$ cat src/rtl/bin_to_bcd_seq.sv
// Sequential binary-to-BCD converter using the shift-and-add-3 (double-dabble)
// method, one bit per clock. Accepts an optionally signed binary value over a
// valid/ready handshake, returns its magnitude as BCD digits with a sign flag,
// a saturating overflow flag and a leading-zero mask.
module bin_to_bcd_seq #(
  parameter int BIN_WIDTH = 16,
  parameter int DIGITS    = 5
) (
  input  logic                  clk,
  input  logic                  rst,
  input  logic                  in_valid,
  output logic                  in_ready,
  input  logic [BIN_WIDTH-1:0]  bin_in,
  input  logic                  signed_en,
  output logic                  out_valid,
  input  logic                  out_ready,
  output logic [DIGITS*4-1:0]   bcd_out,
  output logic                  negative,
  output logic                  overflow,
  output logic [DIGITS-1:0]     blank_mask
);

  localparam int BCD_W = DIGITS * 4;
  localparam int CNT_W = $clog2(BIN_WIDTH + 1);

  typedef enum logic [1:0] {
    IDLE,
    SHIFT,
    DONE
  } state_t;

  state_t               state_q;
  state_t               state_d;
  logic [BIN_WIDTH-1:0] mag_q;
  logic [BCD_W-1:0]     bcd_q;
  logic                 neg_q;
  logic                 ovf_q;
  logic [CNT_W-1:0]     cnt_q;

  logic [BCD_W-1:0]     bcd_adj;
  logic [BIN_WIDTH-1:0] mag_in;
  logic                 neg_in;
  logic                 last_step;
  logic                 zero_above;

  // The counter reaches BIN_WIDTH after the final shift; that SHIFT cycle is
  // spent handing over to DONE, giving a BIN_WIDTH+1 cycle latency.
  assign last_step = (cnt_q == CNT_W'(BIN_WIDTH));

  // Magnitude of the incoming value; the most-negative input negates to
  // itself, which read as unsigned is exactly 2^(BIN_WIDTH-1).
  assign neg_in = signed_en & bin_in[BIN_WIDTH-1];
  assign mag_in = neg_in ? (~bin_in + BIN_WIDTH'(1)) : bin_in;

  // State register.
  // NOTE: sequential state uses non-blocking assignments so every register
  // samples the pre-edge values regardless of block ordering.
  always_ff @(posedge clk) begin
    if (rst) state_q <= IDLE;
    else     state_q <= state_d;
  end

  // Next-state logic.
  // NOTE: every combinational output gets a default first so no path leaves
  // it unassigned, which would otherwise infer a latch.
  always_comb begin
    state_d = state_q;
    case (state_q)
      IDLE:    if (in_valid)  state_d = SHIFT;
      SHIFT:   if (last_step) state_d = DONE;
      DONE:    if (out_ready) state_d = IDLE;
      default: state_d = IDLE;
    endcase
  end

  // Add-3 correction on every digit of 5 or more, ahead of the shift.
  always_comb begin
    bcd_adj = bcd_q;
    for (int k = 0; k < DIGITS; k++) begin
      if (bcd_q[4*k +: 4] >= 4'd5) bcd_adj[4*k +: 4] = bcd_q[4*k +: 4] + 4'd3;
    end
  end

  // Datapath: capture in IDLE, one double-dabble step per SHIFT cycle.
  always_ff @(posedge clk) begin
    if (rst) begin
      mag_q <= '0;
      bcd_q <= '0;
      neg_q <= 1'b0;
      ovf_q <= 1'b0;
      cnt_q <= '0;
    end else begin
      case (state_q)
        IDLE: begin
          if (in_valid) begin
            mag_q <= mag_in;
            neg_q <= neg_in;
            bcd_q <= '0;
            ovf_q <= 1'b0;
            cnt_q <= '0;
          end
        end
        SHIFT: begin
          if (!last_step) begin
            // A set top bit here would be shifted out: the value no longer fits.
            if (bcd_adj[BCD_W-1]) ovf_q <= 1'b1;
            bcd_q <= {bcd_adj[BCD_W-2:0], mag_q[BIN_WIDTH-1]};
            mag_q <= {mag_q[BIN_WIDTH-2:0], 1'b0};
            cnt_q <= cnt_q + CNT_W'(1);
          end
        end
        default: ;
      endcase
    end
  end

  // Handshake and result outputs; results are driven only while in DONE.
  always_comb begin
    in_ready   = (state_q == IDLE);
    out_valid  = (state_q == DONE);
    bcd_out    = '0;
    negative   = 1'b0;
    overflow   = 1'b0;
    blank_mask = '0;
    zero_above = 1'b1;
    if (state_q == DONE) begin
      negative = neg_q;
      overflow = ovf_q;
      if (ovf_q) begin
        for (int k = 0; k < DIGITS; k++) bcd_out[4*k +: 4] = 4'd9;
      end else begin
        bcd_out = bcd_q;
        // Digit 0 is never blanked, so a zero result still shows one digit.
        for (int k = DIGITS - 1; k >= 1; k--) begin
          zero_above    = zero_above & (bcd_q[4*k +: 4] == 4'd0);
          blank_mask[k] = zero_above;
        end
      end
    end
  end

endmodule

$ cat config.mk
export PLATFORM = sky130hd
export DESIGN_NAME = bin_to_bcd_seq
export DESIGN_NICKNAME = d
export VERILOG_FILES = /design/src/rtl/bin_to_bcd_seq.sv
export SDC_FILE = /design/constraint.sdc
export NUM_CORES = 1
export LEC_CHECK = 0
export CORE_MARGIN = 2
export CORE_UTILIZATION = 48
export DETAILED_ROUTE_END_ITERATION = 10
export GPL_ROUTABILITY_DRIVEN = 0
export PLACE_DENSITY_LB_ADDON = 0.2
export SYNTH_ARGS = -nofsm -noshare
export SYNTH_HDL_FRONTEND = slang
export SYNTH_SLANG_ARGS = --single-unit
$ cat constraint.sdc
create_clock -name clk -period 1.8 [get_ports clk]
set_input_delay 0.54 -clock clk [delete_from_list [all_inputs] [get_ports clk]]
set_output_delay 0.54 -clock clk [all_outputs]
set_load 0.01 [all_outputs]
# [Word-level counts from Yosys, hierarchy flattened]
# Index checks and enable logic that the tools add are counted.
[word_totals] memories=0 ramBits=0 output_inout_bits=29 word_cells=70 rom_bits=0 latch_bits=0 reg_bits=45
[op_classes] n_lt_le_gt_ge=5 reduce_logical=10 mul=0 eq_ne=8 add_sub_neg=7 shifts=0 muxes=29 n_div=0 bitwise=5
[op_table] cell="$mux 20" n=4
[op_table] cell="$mux 16" n=3
[op_table] cell="$pmux 20 s2" n=1
[op_table] cell="$pmux 16 s2" n=1
[op_table] cell="$mux 4" n=7
[op_table] cell="$add 4x2->4 const B" n=5
[op_table] cell="$ge 4x3->1 const B" n=5
[op_table] cell="$add 16x1->16 const B" n=1
[op_table] cell="$logic_not 4->1" n=4
[op_table] cell="$not 16->16" n=1
[op_table] cell="$mux 5" n=2
[op_table] cell="$pmux 5 s2" n=1
[op_table] cell="$ne 2x2->1 const B" n=4
[op_table] cell="$mux 2" n=3
[op_table] cell="$pmux 2 s3" n=1
[op_table] cell="$reduce_and 3->1" n=2
[op_table] cell="$add 5x1->5 const B" n=1
[op_table] cell="$eq 5x5->1 const B" n=1
[op_table] cell="$mux 1" n=5
[op_table] cell="$and 1x1->1" n=4
[op_table] cell="$reduce_and 4->1" n=1
[op_table] cell="$eq 2x1->1 const B" n=1
[op_table] cell="$eq 2x2->1 const B" n=1
[op_table] cell="$logic_not 2->1" n=1
[op_table] cell="4 further kinds" n=4

# [Logic depth before layout (Yosys ltp)]
# Gate-level depths: netlist (run 1).
[logic_depth] word_depth=6 ltp_mapped=9 ltp_nobuf=7

# [Worst setup path after synthesis (run 1)]
# No wires, ideal clock.
[synth_path] path_kind="reg2out" start="reg state_q[0]" end="out blank_mask[1]" stages_incl_launch_ff=8 t_arrival_ns=1.615 slack_ns=-0.355 cell_sequence="dfxtp_1 -> nand2b_1 -> buf_6 -> inv_4 -> and4b_1 -> and3_1 -> and3_1 -> and3_1"
[synth_between] elab_chain_len=2
[synth_lines] element="from (decl)" line_no="32" source="state_t state_q;"
[synth_lines] element="from (signal assigned)" line_no="60" source="else state_q <= state_d;"
[synth_lines] element="$eq 2x2->1"
[synth_lines] element="net out_valid" line_no="15" source="output logic out_valid,"
[synth_lines] element="$mux 4" line_no="126" source="if (state_q == DONE) begin"
[synth_lines] element="to (decl)" line_no="20" source="output logic [DIGITS-1:0] blank_mask"
# The timed path passes the listed nets, and every way through them passes these cells.

# [Final worst setup path (run 1)]
[layout_path] start="reg bcd_q[17]" end="out blank_mask[1]"
[layout_between] elab_chain_len=6
[layout_lines] element="from (decl)" line_no="35" source="logic [BCD_W-1:0] bcd_q;"
[layout_lines] element="from (signal assigned)" line_no="107" source="bcd_q <= {bcd_adj[BCD_W-2:0], mag_q[BIN_WIDTH-1]};"
[layout_lines] element="$logic_not 4->1" line_no="135" source="zero_above = zero_above & (bcd_q[4*k +: 4] == 4'd0);"
[layout_lines] element="$and 1x1->1 (3 in a row)" line_no="135"
[layout_lines] element="$mux 4" line_no="129" source="if (ovf_q) begin"
[layout_lines] element="$mux 4" line_no="126"
# No other way between the ends.

==> impl_metrics.tcl, run 1 <==
set metrics [dict create \
    synth_nets 409 \
    die_x_um 81.6 \
    rsz0062_at_grt "true" \
    cap_violations 0 \
    setup_ws_ps -419 \
    synth-edff-count 0 \
    final_cells 577 \
    cp_slowest_cell "dfxtp_2" \
    netlist_top_cells_count "dfxtp_1 (45), nor2_1 (42), a21oi_1 (34)" \
    grtUsageTotal 0.250 \
    p_int_mw 1.55 \
    drive_above_1_share 0.351 \
    cp_max_fo 2 \
    h-tree-depth 2 \
    io_buffers 48 \
    cp_slowest_stage_delay_ps 330 \
    hpwl_um 5650 \
    final-seq-area_um2 907 \
    netSwitchingFraction 0.281 \
    cts_root_buf "clkbuf_8" \
    finalClockSkew_ps 6.51 \
    top_layer "met4" \
    setup_violations 18 \
    p_comb_frac 0.220 \
    crit_required_ps 1260 \
    io_pins 50 \
    fillerInstances 445 \
    multi_input_area_mm2 0.00196 \
    wl_met1_um 3590 \
    antenna_found_initial 0 \
    design_area_mm2 0.00440 \
    crit_top_cell "and3_4" \
    yosysMostFrequentCell "dfxtp_1" \
    cts_buffer_depth 2 \
    fin_crit_ps 2220 \
    gr-total-overflow 0 \
    drc 0 \
    dr_wl_met2_um 4090 \
    ys_seq_area_frac 0.312 \
    ys_ff_latch 45 \
    fin_crit_sh 1.23 \
    yosysWarnings 0 \
    n_antenna_cell 0 \
    status "finished with violations" \
    synthCells 371 \
    wl_met3_um 354 \
    synth-main-ff-cell "dfxtp_1" \
    coreArea_mm2 0.00589 \
    worst_setup_path_start_kind "flip-flop" \
    firstDrtPassIters 4 \
    hold_slack_ps 458 \
    fin_nets 539 \
    end_kind "primary output" \
    arrival_ps 1680 \
    drt_wl_total_um 8200 \
    p_sw_mw 0.603 \
    synth-async-reset-ratio 0 \
    dieArea_mm2 0.00666 \
    drt-initial-drc-count 188 \
    viasPerCell 5.46 \
    power_frac_clock 0.286 \
    hold_path_class "reg2reg" \
    clk_pin_slew_ps 80 \
    routedWlPerCell_um 14.2 \
    grt_max_degree 29 \
    grt_pass1_vias 2952 \
    p_seq_frac 0.494 \
    post-route-util 0.747 \
    peakVddDrop_mv 0.457 \
    synthTopCellsByArea "dfxtp_1 (31%), ha_1 (7.4%), a21oi_1 (5.9%), nor2_1 (5.5%), xnor2_1 (4.2%)" \
    rows 28 \
    path_class "reg2out" \
    cts_tree "built" \
    synth.top_cell.area_share 0.312 \
    syn_to_final_growth_pct 52.1 \
    netlist_area_mm2 0.00289 \
    postRouteAntennaNets 0 \
    synth_top_area_cell "dfxtp_1" \
    violations "setup timing" \
    die_h_um 81.6 \
    placed_cell_area_mm2 0.00404 \
    p_leak_nw 1.92 \
    grt_pass1_wl_um 13200 \
    timing.fmax_ghz 0.451 \
    p_per_area_mw_per_mm2 489 \
    vias 3148 \
    clk-insertion-delay-late_ps 300 \
    dp_cells 552 \
    worstPathCellList "inv_2 > ha_4 > and4b_1 > and3_4 > and3_4 > and3_4 > buf_6" \
    synth_area_per_cell_um2 7.79 \
    start_util 0.491 \
    hold_viol_final 0 \
    drv_slew 0 \
    synth_cell_type_count 51 \
    cts_buffers 5 \
    cts.sinks 45 \
]
[stage by stage]
step	setup TNS, ps	power (mW)	worst slack (ps)
6_report	-2650	2.15	-419
3_5_place_dp	-16810	1.53	-534
4_1_cts	-3790	2.13	-410
2_1_floorplan	-272	1.31	-228
5_1_grt	-3650	2.24	-450
3_3_place_gp	-15500	1.52	-472
[path summary, 6_finish.rpt]
path / startpoint / endpoint / slack (ps) / cells after the start
setup reg to reg: bcd_q[1] / bcd_q[4] / 110 / 7
hold / removal: mag_q[3] / mag_q[3] / 460 / 2
setup / recovery: bcd_q[17] / blank_mask[1] / -420 / 7
hold reg to reg: mag_q[3] / mag_q[3] / 460 / 2
[critical path, delay by kind of cell, from the launching register on]
family	cells	cell delay (ps)
DFF	1	330
buffers and inverters	2	170
and+or+nand+nor	4	750
adders and majority gates	1	120
[state kept, by name, indices dropped and copies added, names as in the netlist]
name	flops
mag_q	16
neg_q	1
bcd_q	20
cnt_q	5
ovf_q	1
state_q	2
[logic make-up (layout without fill, tap and decap cells)]
logic type | count (synthesis) | in the layout | synth area share
AOI/OAI and AO/OA | 97 | 97 | 0.209
xor gates and xnor gates | 21 | 21 | 0.0636
adders and majority gates | 17 | 17 | 0.0736
buffers and inverters | 44 | 175 | 0.0688
DFF | 45 | 45 | 0.312
muxes | 1 | 1 | 0.00346
other | 1 | 1 | 0.00130
and+or+nand+nor | 145 | 145 | 0.268
[power by group through the flow]
stage | Sequential (mW) | Clock (mW) | Combinational [mW]
CTS | 1.06 | 0.616 | 0.455
global placement | 1.08 | 0 | 0.442
global route | 1.07 | 0.662 | 0.515
finish | 1.06 | 0.616 | 0.473
detailed placement | 1.08 | 0 | 0.449
floorplan | 1.08 | 0 | 0.232
[cell type report]
cell class	count	area share
timing repair buffer	146	0.288
tap	75	0.0213
inverter	21	0.0202
sequential	45	0.206
multi-input combinational	282	0.446
clock buffer	8	0.0182
[placed cells by master (no fill, tap or decap), drive strengths merged, types with 4 or more instances in the layout]
cell,instances
dlygate4sd2,5
a31oi,11
nor3,19
a31o,8
inv,21
xor2,7
and3,13
nand4,4
clkbuf,11
nor2,44
a211oi,8
o21ai,16
o211ai,8
clkdlybuf4s15,4
clkdlybuf4s50,7
a21oi,35
dfxtp,45
xnor2,14
dlymetal6s2s,10
nor4,4
buf,117
nand3,14
ha,17
o31ai,4
nand2b,12
nand2,22
[per-layer routing]
layer | up-vias | GRT usage
met1 | 1477 | 0.303
met4 | 0 | 0.0933
li1 | 1573 | -
met5 | - | 0
met3 | 14 | 0.0352
met2 | 84 | 0.448
[repair_timing]
action,in CTS,in global routing
endpoints found under the setup margin,55,39
resized for setup,143,30
hold buffers,0,0
buffers inserted,13,6
cloned,1,0
pin swaps,15,9
(Power assumes the default switching activity.)
==> inputs of run 2 (changes only) <==
--- a/config.mk
+++ b/config.mk
@@ -10,6 +10,7 @@
 export DETAILED_ROUTE_END_ITERATION = 10
 export GPL_ROUTABILITY_DRIVEN = 0
 export PLACE_DENSITY_LB_ADDON = 0.2
+export SETUP_SLACK_MARGIN = 0.02
 export SYNTH_ARGS = -nofsm -noshare
 export SYNTH_HDL_FRONTEND = slang
 export SYNTH_SLANG_ARGS = --single-unit
==> run 2 against run 1 <==
Compared with the run above: the flow still finishes with violations (setup timing); via count rose by 2.8%; clock power grew 1%; clock skew is 5.2 ps higher; worst hold slack improved by 5.4 ps; critical path type unchanged; critical endpoint unchanged; largest cell class unchanged.
==> impl_metrics.tcl, run 2 (synthesis results as in run 1) <==
set metrics [dict create \
    r2r_setup_slack_ps 100 \
    drv_slew 0 \
    start_util 0.491 \
    drive_above_1_share 0.407 \
    fin_crit_sh 1.26 \
    rows 28 \
    worst_setup_path_start_kind "flip-flop" \
    peakVddDrop_mv 0.315 \
    io_buffers 48 \
    end_kind "primary output" \
    holdPathStages 2 \
    fin_nets 555 \
    worstPathCellList "inv_2 > ha_4 > and4b_1 > and3_4 > and3_4 > and3_4 > buf_6" \
    min-delay-start "mag_q[1]" \
    reg2reg_to "mag_q[7]" \
    cts_root_buf "clkbuf_8" \
    io_pins 50 \
    timing.fmax_ghz 0.442 \
    cp_max_fo 2 \
    netSwitchingFraction 0.287 \
    p_seq_frac 0.488 \
    viasPerCell 5.46 \
    cts_buffer_depth 2 \
    h-tree-depth 2 \
    cts_tree "built" \
    cp_slowest_stage_delay_ps 340 \
    crit_start "bcd_q[16]" \
    p_leak_nw 1.95 \
    drt_wl_total_um 9130 \
    path_class "reg2out" \
    top_regs "bcd_q x20, mag_q x16, cnt_q x5" \
    reg2reg_depth 9 \
    clk-insertion-delay-late_ps 300 \
    vias 3235 \
    post-route-util 0.779 \
    hold_viol_final 0 \
    r2r-start "cnt_q[0]" \
    place_ws_ps -527 \
    ctsHoldBuffers 0 \
    power_frac_clock 0.287 \
    firstDrtPassIters 4 \
    cts_buffers 5 \
    layout_commonest_cell "buf_4" \
    crit_required_ps 1260 \
    routedWlPerCell_um 15.4 \
    finalClockSkew_ps 11.7 \
    cap_violations 0 \
    layout_common_cells "buf_4 (93), dfxtp_1 (40), nor2_1 (37)" \
    cp-endpoint "blank_mask[1]" \
    violations "setup timing" \
    hold_path_class "reg2reg" \
    cts.sinks 45 \
    drc 0 \
    largest_reg_flops 20 \
    total_power_mw 2.17 \
    largest-register "bcd_q" \
    syn_to_final_growth_pct 58.5 \
    p_comb_frac 0.226 \
    p_int_mw 1.55 \
    p_sw_mw 0.624 \
    antenna_found_initial 0 \
    grtUsageTotal 0.265 \
    cp_slowest_cell "dfxtp_2" \
    clk_pin_slew_ps 90 \
    tns_ps -2620 \
    grt_pass1_wl_um 13800 \
    grt_max_degree 29 \
    crit_top_cell "and3_4" \
    status "finished with violations" \
    n_antenna_cell 0 \
    grt_pass1_vias 3053 \
    coreArea_mm2 0.00589 \
    die_x_um 81.6 \
    die_h_um 81.6 \
    fin_crit_ps 2260 \
    drt-initial-drc-count 163 \
    rsz0062_at_grt "true" \
    setup_violations 25 \
    dieArea_mm2 0.00666 \
    gr-total-overflow 0 \
    p_per_area_mw_per_mm2 474 \
    postRouteAntennaNets 0 \
    setup_ws_ps -461 \
    arrival_ps 1720 \
    hpwl_um 5520 \
]
## run 2: changes by cell type in the layout (fill, tap and decap cells not counted), sizes merged, moves of 3 or more
cell / before / now
clkdlybuf4s50: 7 / 4
clkinv: 0 / 3
dlymetal6s2s: 10 / 2
buf: 117 / 141
## run 2: metrics by stage
| step | hold WS (ps) | instances | instance area, um^2 |
|---|---|---|---|
| after CTS | 466 | 587 | 4370 |
| after detailed placement | 454 | 555 | 4040 |
| after global placement | 441 | 555 | 4040 |
| after global routing | 478 | 593 | 4580 |
| after floorplan | 429 | 371 | 2930 |
| final | 463 | 593 | 4580 |
## run 2: worst min path at each step
stage,endpoint,slack (ps)
2_1_floorplan,mag_q[3],430
3_3_place_gp,mag_q[3],440
3_5_place_dp,mag_q[2],450
4_1_cts,mag_q[2],470
5_1_grt,mag_q[1],480
6_report,mag_q[1],460
## run 2: what timing repair did
action	4_1_cts	5_1_grt
cloned	2	1
gates resized for setup	181	52
buffers inserted	22	7
endpoints found under the setup margin	46	44
pin swaps	19	20
## run 2: layout make-up
class                   count  area (um^2)
well taps                  75         93.8
fillers                   413         1300
flip-flops and latches     45          907
inverters                  21         91.3
clock inverters             2         10.0
clock buffers               6         72.6
repair buffers            162         1370
multi-input cells         282         2040
## run 2: power groups by stage
stage / Clock (mW) / Combinational (mW) / Sequential [mW]
2_1_floorplan: 0 / 0.232 / 1.08
3_3_place_gp: 0 / 0.437 / 1.08
3_5_place_dp: 0 / 0.445 / 1.08
6_report: 0.623 / 0.491 / 1.06
5_1_grt: 0.671 / 0.532 / 1.07
4_1_cts: 0.630 / 0.472 / 1.06
## run 2: metal layers
metal,vias up,part of all wire,track usage
met5,-,0,0
met2,95,0.52,0.493
li1,1599,-,-
met1,1523,0.42,0.316
met4,0,0.019,0.0750
met3,18,0.042,0.0385
## run 2: worst max-delay path: cells and delay by family (launching register included)
| family | cells | cell delay (ps) |
|---|---|---|
| adder cells (fa/ha/maj) | 1 | 120 |
| buffers and inverters | 2 | 180 |
| flip-flops | 1 | 340 |
| AND/OR/NAND/NOR | 4 | 770 |
